[src/rtl/mem_port_arbiter.sv]
`default_nettype none
// ============================================================================
// Module   : mem_port_arbiter
// Purpose  : Shares one single-ported memory between the fetch port and the
//            load/store port, with data priority and optional fetch fairness
//            enabled by the MEM_ARB_FAIR_EN macro.
// Revision : 1.0 - initial release
// ============================================================================
module mem_port_arbiter #(
    parameter int ADDR_W     = 32,
    parameter int DATA_W     = 32,
    parameter int MAX_STREAK = 4
) (
    input  logic              clk,
    input  logic              reset,
    input  logic              if_req,
    input  logic [ADDR_W-1:0] if_addr,
    output logic              if_ready,
    output logic [DATA_W-1:0] if_rdata,
    input  logic              d_req,
    input  logic              d_we,
    input  logic [2:0]        d_op,
    input  logic [ADDR_W-1:0] d_addr,
    input  logic [DATA_W-1:0] d_wdata,
    output logic              d_ready,
    output logic [DATA_W-1:0] d_rdata,
    output logic              stall_if,
    output logic              stall_mem,
    output logic              mem_req,
    output logic              mem_we,
    output logic [2:0]        mem_op,
    output logic [ADDR_W-1:0] mem_addr,
    output logic [DATA_W-1:0] mem_wdata,
    input  logic              mem_ready,
    input  logic [DATA_W-1:0] mem_rdata
);

    localparam logic [2:0] c_OP_WORD = 3'b010;

    typedef enum logic [1:0] {
        S_IDLE  = 2'd0,
        S_GNT_I = 2'd1,
        S_GNT_D = 2'd2,
        S_RESP  = 2'd3
    } state_t;

    state_t r_state;
    logic   w_pick_data;

`ifdef MEM_ARB_FAIR_EN
    localparam int                    c_STREAK_W   = $clog2(MAX_STREAK + 1);
    localparam logic [c_STREAK_W-1:0] c_STREAK_MAX = c_STREAK_W'(MAX_STREAK);

    logic [c_STREAK_W-1:0] r_streak;

    // A pending fetch overrides data once data has won MAX_STREAK times in a row.
    assign w_pick_data = d_req && !(if_req && (r_streak == c_STREAK_MAX));

    always_ff @(posedge clk or posedge reset) begin
        if (reset) begin
            r_streak <= '0;
        end else if (r_state == S_IDLE) begin
            if (w_pick_data) begin
                r_streak <= if_req ? r_streak + 1'b1 : '0;
            end else if (if_req) begin
                r_streak <= '0;
            end
        end
    end
`else
    localparam int c_unused_max_streak = MAX_STREAK;

    assign w_pick_data = d_req;
`endif

    assign stall_if  = if_req & ~if_ready;
    assign stall_mem = d_req & ~d_ready;

    always_ff @(posedge clk or posedge reset) begin
        if (reset) begin
            r_state   <= S_IDLE;
            mem_req   <= 1'b0;
            mem_we    <= 1'b0;
            mem_op    <= 3'b000;
            mem_addr  <= '0;
            mem_wdata <= '0;
            if_ready  <= 1'b0;
            d_ready   <= 1'b0;
            if_rdata  <= '0;
            d_rdata   <= '0;
        end else begin
            if_ready <= 1'b0;
            d_ready  <= 1'b0;
            case (r_state)
                S_IDLE: begin
                    if (w_pick_data) begin
                        mem_req   <= 1'b1;
                        mem_we    <= d_we;
                        mem_op    <= d_op;
                        mem_addr  <= d_addr;
                        mem_wdata <= d_wdata;
                        r_state   <= S_GNT_D;
                    end else if (if_req) begin
                        mem_req   <= 1'b1;
                        mem_we    <= 1'b0;
                        mem_op    <= c_OP_WORD;
                        mem_addr  <= if_addr;
                        mem_wdata <= '0;
                        r_state   <= S_GNT_I;
                    end
                end
                S_GNT_I: begin
                    if (mem_ready) begin
                        if_rdata <= mem_rdata;
                        if_ready <= 1'b1;
                        mem_req  <= 1'b0;
                        r_state  <= S_RESP;
                    end
                end
                S_GNT_D: begin
                    if (mem_ready) begin
                        d_rdata <= mem_rdata;
                        d_ready <= 1'b1;
                        mem_req <= 1'b0;
                        r_state <= S_RESP;
                    end
                end
                S_RESP: begin
                    // Requesters swap their request this cycle, so it is not sampled.
                    r_state <= S_IDLE;
                end
                default: begin
                    r_state <= S_IDLE;
                end
            endcase
        end
    end

endmodule
`default_nettype wire

[config.mk]
export PLATFORM = sky130hd
export DESIGN_NAME = mem_port_arbiter
export DESIGN_NICKNAME = d
export VERILOG_FILES = /design/src/rtl/mem_port_arbiter.sv
export SDC_FILE = /design/constraint.sdc
export NUM_CORES = 1
export LEC_CHECK = 0
export CORE_UTILIZATION = 36
export DETAILED_ROUTE_END_ITERATION = 10
export MAX_ROUTING_LAYER = met4
export PLACE_DENSITY = 0.86
export SYNTH_ARGS = -nofsm -noshare
export SYNTH_HDL_FRONTEND = slang
export SYNTH_SLANG_ARGS = --single-unit
[constraint.sdc]
create_clock -name clk -period 4.93 [get_ports clk]
set_input_delay 0.986 -clock clk [delete_from_list [all_inputs] [get_ports clk]]
set_output_delay 0.986 -clock clk [all_outputs]
set_load 0.005 [all_outputs]
## After elaboration in Yosys (flattened, before gate mapping)

Index checks and enable logic that the tools add are counted.

| operators by class | value |
|---|---|
| equality and inequality tests | 5 |
| muxes and demuxes | 19 |
| bitwise logic cells | 4 |
| reduce and logical (&&, ||, !) cells | 9 |

Operators with widths:

| kind | count |
|---|---|
| two-way mux 32 bit | 4 |
| two-way mux 1 bit | 8 |
| AND reduction 2 bit | 4 |
| two-way mux 2 bit | 3 |
| two-way mux 3 bit | 2 |
| one-hot mux 2 bit (3 select lines) | 1 |
| equality test 2 bit (second input constant) | 2 |
| nonzero test 2 bit | 2 |
| inequality test 3 bit (second input constant) | 1 |
| AND reduction 3 bit | 1 |
| AND 1 bit | 2 |
| equality test 2 x 1 -> 1 bit (second input constant) | 1 |
| logical NOT 2 bit | 1 |
| inequality test 2 x 1 -> 1 bit (second input constant) | 1 |
| inverter 1 bit | 2 |
| one-hot mux 1 bit (2 select lines) | 1 |
| OR reduction 2 bit | 1 |

| storage, ports and cells | value |
|---|---|
| flip-flop bits (word level) | 137 |

## Logic depth before layout (Yosys ltp)

Gate-level depths: netlist (run 1).

| depth | value |
|---|---|
| word-level depth | 4 |
| mapped depth | 6 |
| gate-level depth less buffers | 5 |

## Least setup slack after synthesis (run 1)

No wires, ideal clock.

| path | value |
|---|---|
| path kind | input -> output |
| from | input d_req |
| to | output stall_mem |
| arrival | 1502 ps |
| required time | 3944 ps |
| slack | 2442 ps |
| stages | 3 |
| path buffers | 2 |
| path through | buf_4 -> buf_4 -> nor2b_1 |

| on the way | value |
|---|---|
| longest elaborated chain between the ends | 1 |

Ends and longest elaborated chain:

| what | RTL line | source |
|---|---|---|
| start, declared | 20 | `input logic d_req,` |
| AND 1 bit | 77 | `assign stall_mem = d_req & ~d_ready;` |
| end, declared | 28 | `output logic stall_mem,` |

No other way between the ends.

## Worst setup path after layout (run 1)

| path | value |
|---|---|
| from | input if_req |
| to | output stall_if |

| on the way | value |
|---|---|
| longest elaborated chain between the ends | 1 |

Ends and longest elaborated chain:

| what | RTL line | source |
|---|---|---|
| start, declared | 16 | `input logic if_req,` |
| AND 1 bit | 76 | `assign stall_if = if_req & ~if_ready;` |
| end, declared | 27 | `output logic stall_if,` |

No other way between the ends.

==> results.py, run 1 <==
metrics = {
    "status": {
        "status": "finished, final reports clean",
    },
    "timing": {
        "finalSetupTns_ns": 0,
        "min_period_ns": 3.32,
        "clock_skew_ns": 0.00472,
        "min_period_over_period_pct": 67.4,
        "max_freq_ghz": 0.301,
        "tightest_slew_ns": 1.29,
        "hold_viol": 0,
        "setup_viol": 0,
        "max-slew-margin-rel_pct": 13.8,
        "rsz0062_at_grt": "no",
        "slew_viol_final": 0,
    },
    "setup_path": {
        "cp.required_ns": 3.94,
        "start_kind": "primary input",
        "reg2reg_depth": 4,
        "rrSetupSlack_ns": 2.76,
        "path_cells": "clkdlybuf4s50_1, nor2b_1, clkdlybuf4s50_1",
        "worstSetupPathType": "in2out",
        "reg2reg_to": "mem_wdata[9]$_DFFE_PP0P_",
        "worstPathMaxFanout": 3,
        "cp_top_family": "buffers and inverters",
        "critical_path_buf_inv_count": 2,
        "cpMostUsedCell": "clkdlybuf4s50_1",
        "crit_path_end_kind": "output port",
        "reg2reg_from": "r_state[0]$_DFFE_PP0P_",
        "cp_data_arrival_time_ns": 2.34,
        "critPathMaxStageDelay_ns": 0.57,
        "cp_slowest_cell": "clkdlybuf4s50_1",
    },
    "cts": {
        "tritoncts": "done",
        "clock_path_buffers": 2,
        "clock_latency_ns": 0.41,
        "cts_resized": 0,
        "cts_setup_buffers": 0,
        "cts.sinks": 137,
        "hold_buffers": 0,
        "cts_buffers": 17,
        "clkTransAtPathRegs_ns": 0.06,
        "htree_levels": 4,
        "root_buffer": "clkbuf_16",
    },
    "finish": {
        "layout_commonest_cell": "clkdlybuf4s50_1",
        "postLayoutCellArea_mm2": 0.00888,
        "final_cells": 855,
        "fin_util_pct": 60.9,
        "fin_nets": 800,
        "layout-drive-gt1-share_pct": 15.5,
        "n_antenna_cell": 0,
        "final_cell_mix": "clkdlybuf4s50_1 (272), dfrtp_1 (137), mux2_2 (64)",
        "syn2layout_area_growth_pct": 64.0,
        "fillers": 1085,
    },
    "die": {
        "rows": 44,
        "num_io_pins": 274,
        "start_util_pct": 37.1,
        "core_mm2": 0.0146,
        "fp.dieH_um": 125,
        "die_w_um": 125,
        "dieArea_mm2": 0.0155,
    },
    "power": {
        "seq_power_share_pct": 35.8,
        "ir_worst_vdd_mv": 0.438,
        "comb_power_share_pct": 41.0,
        "finalPower_w": 0.00560,
        "powerDensity_mw_per_mm2": 631,
        "p_int_w": 0.00402,
        "pwr-share-clk_pct": 23.2,
        "p_sw_w": 0.00158,
        "p_sw_share_pct": 28.3,
        "leakagePower_nw": 3.89,
    },
    "min_path": {
        "holdPathStages": 2,
        "min_to": "mem_addr[18]$_DFFE_PP0P_",
        "hold_path.startpoint": "mem_addr[18]$_DFFE_PP0P_",
        "hold_path.class": "reg2reg",
    },
    "route": {
        "via_per_inst": 4.83,
        "drt_iter0_drc": 169,
        "drcViolationCount": 0,
        "drt_wl_total_um": 14900,
        "first_pass_iters": 4,
        "ant_nets": 0,
        "vias": 4133,
        "avgRoutedWirePerCell_um": 17.4,
    },
    "place": {
        "portBuffers": 273,
        "gp_congestion": 0.783,
        "place_area_mm2": 0.00827,
        "dp_hpwl_um": 10500,
        "dp_cells": 823,
    },
    "global_route": {
        "grt_pass1_wl_um": 23300,
        "grt_usage_pct": 20.0,
        "grt_max_degree": 119,
        "first_global_vias": 4434,
        "antenna_found_initial": 0,
        "grt_overflow": 0,
    },
    "synthesis": {
        "synth_cell_types": 19,
        "synthCells": 385,
        "synth_seq_cells": 137,
        "synth.top_cell.area_share_pct": 63.3,
        "ys_warn_count": 0,
        "syn_avg_cell_area_um2": 14.1,
        "yosysTopAreaCell": "dfrtp_1",
        "synth_nets": 527,
        "synth_area_mm2": 0.00542,
        "yosysSeqAreaShare_pct": 63.3,
        "synth_area_leaders": "dfrtp_1 (63%), mux2_2 (13%), mux2i_1 (6.5%), a22o_1 (5.7%), o21ai_0 (3.0%)",
    },
    "run": {
        "maxCapViolCount": 0,
    },
}
[how the worst max path moves through the flow]
stage / slack, ns / depth (start not counted) / from / end
2_1_floorplan: 0.28 / 1 / reset / d_rdata[0]$_DFFE_PP0P_
3_3_place_gp: 1.56 / 3 / if_req / stall_if
3_5_place_dp: 1.59 / 3 / if_req / stall_if
4_1_cts: 1.57 / 3 / if_req / stall_if
5_1_grt: 1.57 / 3 / if_req / stall_if
6_report: 1.61 / 3 / if_req / stall_if
[synth_stat cells, drive strengths merged]
master / count
a21oi: 1
a22o: 35
a22oi: 1
and2: 1
buf: 19
clkbuf: 5
dfrtp: 137
ha: 5
inv: 8
mux2: 64
mux2i: 35
nand2: 35
nor2b: 2
nor3b: 1
o21ai: 34
o31ai: 2
[cell type report]
| class | count | area (um^2) | share of cell area, % |
|---|---|---|---|
| multi-input combinational | 216 | 1810 | 20.4 |
| tap | 184 | 230 | 2.59 |
| timing repair buffer | 278 | 2770 | 31.1 |
| clock inverter | 13 | 168 | 1.89 |
| inverter | 8 | 35.0 | 0.394 |
| sequential | 137 | 3430 | 38.6 |
| clock buffer | 19 | 443 | 4.99 |
[layer usage]
layer | global-route usage (%) | up-vias | part of all wire, %
met5 | - | - | 0
li1 | - | 1908 | -
met3 | 6.44 | 18 | 7.6
met1 | 22.3 | 2020 | 39
met2 | 34.0 | 187 | 51
met4 | 5.95 | 0 | 1.8
[state kept, by name, summed over array words and instances, names as in the netlist]
| register | flops |
|---|---|
| d_rdata | 32 |
| if_rdata | 32 |
| mem_addr | 32 |
| mem_wdata | 32 |
| mem_op | 3 |
| r_state | 2 |
| d_ready | 1 |
| if_ready | 1 |
| mem_req | 1 |
| mem_we | 1 |
[per-stage QoR]
| stage | hold slack (ns) | setup slack (ns) |
|---|---|---|
| 2_1_floorplan | 0.473 | 0.276 |
| 3_3_place_gp | 0.462 | 1.56 |
| 3_5_place_dp | 0.470 | 1.59 |
| 4_1_cts | 0.483 | 1.57 |
| 5_1_grt | 0.506 | 1.57 |
| 6_report | 0.479 | 1.61 |
[worst register-to-register path, stage by stage, from the launching register on]
cell and delay (ns):
dfrtp_1 0.41, inv_1 0.14, ha_1 0.25, and2_1 1.02, a22o_1 0.28
[power groups by stage]
stage	Clock, W	Combinational, W	Sequential [W]
floorplan	0	0.000836	0.00203
global placement	0	0.00224	0.00198
detailed placement	0	0.00231	0.00201
CTS	0.00133	0.00233	0.00201
global route	0.00138	0.00247	0.00207
finish	0.00130	0.00230	0.00201
[cell families after synthesis]
family | share of synthesized area (%)
flip-flops | 63.3
multiplexers | 19.8
AO/OA/AOI/OAI | 9.38
AND/OR/NAND/NOR | 3.00
buffers and inverters | 3.37
adder cells (fa/ha/maj) | 1.16
Note: power is estimated with default switching activity, not from simulation.
==> run 2, diff against run 1 <==
--- a/config.mk
+++ b/config.mk
@@ -5,10 +5,10 @@
 export SDC_FILE = /design/constraint.sdc
 export NUM_CORES = 1
 export LEC_CHECK = 0
-export CORE_UTILIZATION = 36
+export CORE_UTILIZATION = 40
 export DETAILED_ROUTE_END_ITERATION = 10
 export MAX_ROUTING_LAYER = met4
-export PLACE_DENSITY = 0.86
+export PLACE_DENSITY = 0.9
 export SYNTH_ARGS = -nofsm -noshare
 export SYNTH_HDL_FRONTEND = slang
 export SYNTH_SLANG_ARGS = --single-unit
==> constraint.sdc (replaced) <==
create_clock -name clk -period 3.42 [get_ports clk]
set_input_delay 0.684 -clock clk [delete_from_list [all_inputs] [get_ports clk]]
set_output_delay 0.684 -clock clk [all_outputs]
set_load 0.005 [all_outputs]
==> results.py, run 2 (same netlist as run 1, synthesis figures left out) <==
metrics = {
    "status": {
        "status": "finished, final reports clean",
    },
    "route": {
        "vias": 4190,
        "ant_nets": 0,
        "drcViolationCount": 0,
        "drt_iter0_drc": 186,
        "drt_wl_total_um": 14500,
        "avgRoutedWirePerCell_um": 17.1,
        "via_per_inst": 4.94,
        "first_pass_iters": 5,
    },
    "timing": {
        "tightest_slew_ns": 0.727,
        "max_freq_ghz": 0.381,
        "rsz0062_at_grt": "no",
        "min_period_over_period_pct": 76.7,
        "setup_viol": 0,
        "clock_skew_ns": 0.00389,
        "finalSetupTns_ns": 0,
        "min_period_ns": 2.62,
        "max-slew-margin-rel_pct": 51.5,
        "hold_viol": 0,
        "worst_slack_ns": 0.798,
        "slew_viol_final": 0,
    },
    "finish": {
        "final_cell_mix": "clkdlybuf4s50_1 (272), dfrtp_1 (137), mux2_2 (64)",
        "seq_area_mm2": 0.00343,
        "postLayoutCellArea_mm2": 0.00886,
        "layout-drive-gt1-share_pct": 15.9,
        "fin_nets": 802,
        "syn2layout_area_growth_pct": 63.6,
        "fillers": 990,
        "n_antenna_cell": 0,
        "multiInputGateArea_mm2": 0.00181,
        "layout_commonest_cell": "clkdlybuf4s50_1",
    },
    "global_route": {
        "grt_pass1_wl_um": 23700,
        "grt_usage_pct": 22.9,
        "first_global_vias": 4664,
        "antenna_found_initial": 0,
        "grt_overflow": 0,
        "grt_max_degree": 138,
    },
    "power": {
        "seq_power_share_pct": 36.1,
        "comb_power_share_pct": 41.9,
        "pwr-share-clk_pct": 21.9,
        "p_int_w": 0.00571,
        "p_sw_w": 0.00225,
        "powerDensity_mw_per_mm2": 899,
        "leakagePower_nw": 3.89,
        "p_sw_share_pct": 28.3,
        "ir_worst_vdd_mv": 0.553,
    },
    "cts": {
        "cts_setup_buffers": 0,
        "cts.sinks": 137,
        "root_buffer": "clkbuf_16",
        "clock_latency_ns": 0.41,
        "hold_buffers": 0,
        "cts_buffers": 17,
        "tritoncts": "done",
        "cts_resized": 0,
        "htree_levels": 4,
        "clkTransAtPathRegs_ns": 0.06,
        "clock_path_buffers": 2,
    },
    "setup_path": {
        "worstPathMaxFanout": 3,
        "crit_path_end_kind": "output port",
        "start_kind": "primary input",
        "worstSetupPathType": "in2out",
        "reg2reg_from": "r_state[0]$_DFFE_PP0P_",
        "cp.required_ns": 2.74,
        "cp-startpoint": "if_req",
        "cp_data_arrival_time_ns": 1.94,
    },
    "place": {
        "gp_congestion": 0.814,
        "place_area_mm2": 0.00829,
        "dp_hpwl_um": 10500,
        "portBuffers": 273,
        "pre_cts_ws_ns": 0.795,
    },
    "die": {
        "fp.dieH_um": 118,
        "core_mm2": 0.0132,
        "die_w_um": 118,
        "num_io_pins": 274,
        "start_util_pct": 40.9,
        "dieArea_mm2": 0.0140,
        "rows": 42,
    },
    "min_path": {
        "hold_path.startpoint": "mem_addr[26]$_DFFE_PP0P_",
        "hold_path.class": "reg2reg",
    },
    "run": {
        "maxCapViolCount": 0,
    },
}
[run 2: worst paths after layout]
check / endpoint / slack (ns) / depth (start not counted)
max: stall_if / 0.80 / 3
min: mem_addr[26]$_DFFE_PP0P_ / 0.48 / 2
max reg2reg: mem_op[1]$_DFFE_PP0P_ / 1.41 / 5
min reg2reg: mem_addr[26]$_DFFE_PP0P_ / 0.48 / 2
max in group asynchronous: mem_addr[0]$_DFFE_PP0P_ / 2.02 / 3
min in group asynchronous: mem_wdata[15]$_DFFE_PP0P_ / 0.83 / 3
[run 2: power groups by stage]
| stage | Clock, W | Combinational (W) | Sequential, W |
|---|---|---|---|
| 3_5_place_dp | 0 | 0.00335 | 0.00290 |
| 4_1_cts | 0.00179 | 0.00338 | 0.00288 |
| 3_3_place_gp | 0 | 0.00324 | 0.00284 |
| 2_1_floorplan | 0 | 0.00120 | 0.00293 |
| 5_1_grt | 0.00185 | 0.00360 | 0.00298 |
| 6_report | 0.00175 | 0.00334 | 0.00288 |
[run 2: worst max-delay path, cell delays in order]
cell and delay, ns:
clkdlybuf4s50_1 0.57, nor2b_1 0.16, clkdlybuf4s50_1 0.51
[run 2: area by class of cell]
| cell class | instances | share of cell area [%] |
|---|---|---|
| sequential | 137 | 38.7 |
| timing repair buffer | 280 | 31.5 |
| multi-input combinational | 216 | 20.5 |
| clock buffer | 18 | 4.96 |
| tap | 176 | 2.49 |
| clock inverter | 14 | 1.48 |
| inverter | 8 | 0.381 |
[run 2: per-layer routing]
metal / GRT usage, % / part of all wire (%)
met1: 22.7 / 36
met2: 40.3 / 53
met3: 8.25 / 8.8
met4: 9.86 / 2.8
met5: - / 0
[run 2: stage by stage]
step / util, % / instances / hold slack, ns / power, W
2_1_floorplan: - / 385 / 0.473 / 0.00413
3_3_place_gp: 62.6 / 817 / 0.464 / 0.00608
3_5_place_dp: 62.6 / 817 / 0.472 / 0.00626
4_1_cts: 66.9 / 849 / 0.484 / 0.00806
5_1_grt: 66.9 / 849 / 0.501 / 0.00844
6_report: 66.9 / 849 / 0.481 / 0.00796
==> run 3, diff against run 2 <==
==> constraint.sdc (replaced) <==
create_clock -name clk -period 2.6 [get_ports clk]
set_input_delay 0.52 -clock clk [delete_from_list [all_inputs] [get_ports clk]]
set_output_delay 0.52 -clock clk [all_outputs]
set_load 0.005 [all_outputs]
==> results.py, run 3 (same netlist as run 1, synthesis figures left out) <==
metrics = {
    "power": {
        "p_sw_share_pct": 27.5,
        "pwr-share-clk_pct": 22.9,
        "leakagePower_nw": 3.92,
        "powerDensity_mw_per_mm2": 1190,
        "ir_worst_vdd_mv": 0.685,
        "seq_power_share_pct": 35.8,
        "p_int_w": 0.00771,
        "comb_power_share_pct": 41.3,
        "p_sw_w": 0.00293,
    },
    "cts": {
        "htree_levels": 4,
        "clock_path_buffers": 2,
        "clock_latency_ns": 0.40,
        "root_buffer": "clkbuf_16",
        "cts_buffers": 17,
        "cts.sinks": 137,
        "tritoncts": "done",
        "hold_buffers": 0,
        "cts_setup_buffers": 0,
        "clkTransAtPathRegs_ns": 0.05,
        "cts_resized": 0,
    },
    "place": {
        "place_area_mm2": 0.00832,
        "dp_hpwl_um": 10600,
        "gp_congestion": 0.826,
        "portBuffers": 273,
    },
    "global_route": {
        "first_global_vias": 4621,
        "grt_usage_pct": 22.4,
        "grt_max_degree": 138,
        "antenna_found_initial": 0,
        "grt_pass1_wl_um": 23700,
        "grt_overflow": 0,
    },
    "route": {
        "vias": 4204,
        "drt_wl_total_um": 14600,
        "drt_iter0_drc": 176,
        "first_pass_iters": 4,
        "via_per_inst": 4.95,
        "ant_nets": 0,
        "avgRoutedWirePerCell_um": 17.1,
        "drcViolationCount": 0,
    },
    "min_path": {
        "holdPathStages": 2,
        "min_to": "mem_addr[23]$_DFFE_PP0P_",
        "hold_path.startpoint": "mem_addr[23]$_DFFE_PP0P_",
        "hold_path.class": "reg2reg",
    },
    "die": {
        "die_w_um": 118,
        "dieArea_mm2": 0.0140,
        "rows": 42,
        "core_mm2": 0.0132,
        "fp.dieH_um": 118,
        "start_util_pct": 40.9,
        "num_io_pins": 274,
    },
    "setup_path": {
        "cp.required_ns": 2.08,
        "start_kind": "primary input",
        "crit_path_end_kind": "output port",
        "worstPathMaxFanout": 3,
        "worstSetupPathType": "in2out",
        "rrSetupSlack_ns": 0.85,
        "cp_data_arrival_time_ns": 1.80,
        "reg2reg_to": "mem_addr[20]$_DFFE_PP0P_",
        "reg2reg_depth": 5,
        "reg2reg_from": "r_state[0]$_DFFE_PP0P_",
    },
    "timing": {
        "max_freq_ghz": 0.430,
        "slew_viol_final": 0,
        "rsz0062_at_grt": "no",
        "tightest_slew_ns": 0.695,
        "min_period_ns": 2.32,
        "hold_viol": 0,
        "max-slew-margin-rel_pct": 53.7,
        "finalSetupTns_ns": 0,
        "min_period_over_period_pct": 89.4,
        "setup_viol": 0,
        "clock_skew_ns": 0.00611,
    },
    "finish": {
        "layout_commonest_cell": "clkdlybuf4s50_1",
        "n_antenna_cell": 0,
        "fin_nets": 803,
        "fin_util_pct": 67.4,
        "postLayoutCellArea_mm2": 0.00893,
        "final_cell_mix": "clkdlybuf4s50_1 (272), dfrtp_1 (137), mux2_2 (64)",
        "syn2layout_area_growth_pct": 64.8,
        "layout-drive-gt1-share_pct": 15.5,
    },
    "run": {
        "maxCapViolCount": 0,
    },
    "status": {
        "status": "finished, final reports clean",
    },
}
## run 3: through the flow
step	worst slack, ns	instances	hold slack (ns)	power (W)
3_5_place_dp	0.302	818	0.469	0.00826
5_1_grt	0.245	849	0.500	0.0112
2_1_floorplan	0.373	385	0.473	0.00544
3_3_place_gp	0.324	818	0.462	0.00802
6_report	0.276	849	0.475	0.0106
4_1_cts	0.299	849	0.481	0.0108
## run 3: power groups by stage
stage,Clock (W),Combinational (W),Sequential [W]
final,0.00244,0.00440,0.00381
after global routing,0.00257,0.00474,0.00392
after CTS,0.00249,0.00446,0.00381
after detailed placement,0,0.00444,0.00383
after global placement,0,0.00428,0.00374
after floorplan,0,0.00158,0.00385
## run 3: critical path, cell delays in order
cell and delay, ns:
clkdlybuf4s50_1 0.59, nor2b_1 0.18, clkdlybuf4s50_1 0.51
## run 3: worst max-delay path by stage
| stage | cells after the start | from | to |
|---|---|---|---|
| after floorplan | 1 | reset | d_rdata[0]$_DFFE_PP0P_ |
| after global placement | 3 | if_req | stall_if |
| after detailed placement | 3 | if_req | stall_if |
| after CTS | 3 | if_req | stall_if |
| after global routing | 3 | if_req | stall_if |
| final | 3 | if_req | stall_if |
## run 3: layout make-up
cell class / count / area [um^2]
Fill cell: 975 / 4320
Multi-Input combinational cell: 216 / 1810
Timing Repair Buffer: 281 / 2830
Sequential cell: 137 / 3430
Clock inverter: 7 / 115
Tap cell: 176 / 220
Clock buffer: 24 / 492
Inverter: 8 / 33.8
## run 3: metal layers
layer  vias to the layer above  wire length, um  track usage [%]
li1                       1922                -                -
met3                        24             1160             7.00
met1                      2076             5370             23.8
met4                         0              322             8.09
met2                       182             7700             39.2
met5                         -                0                -
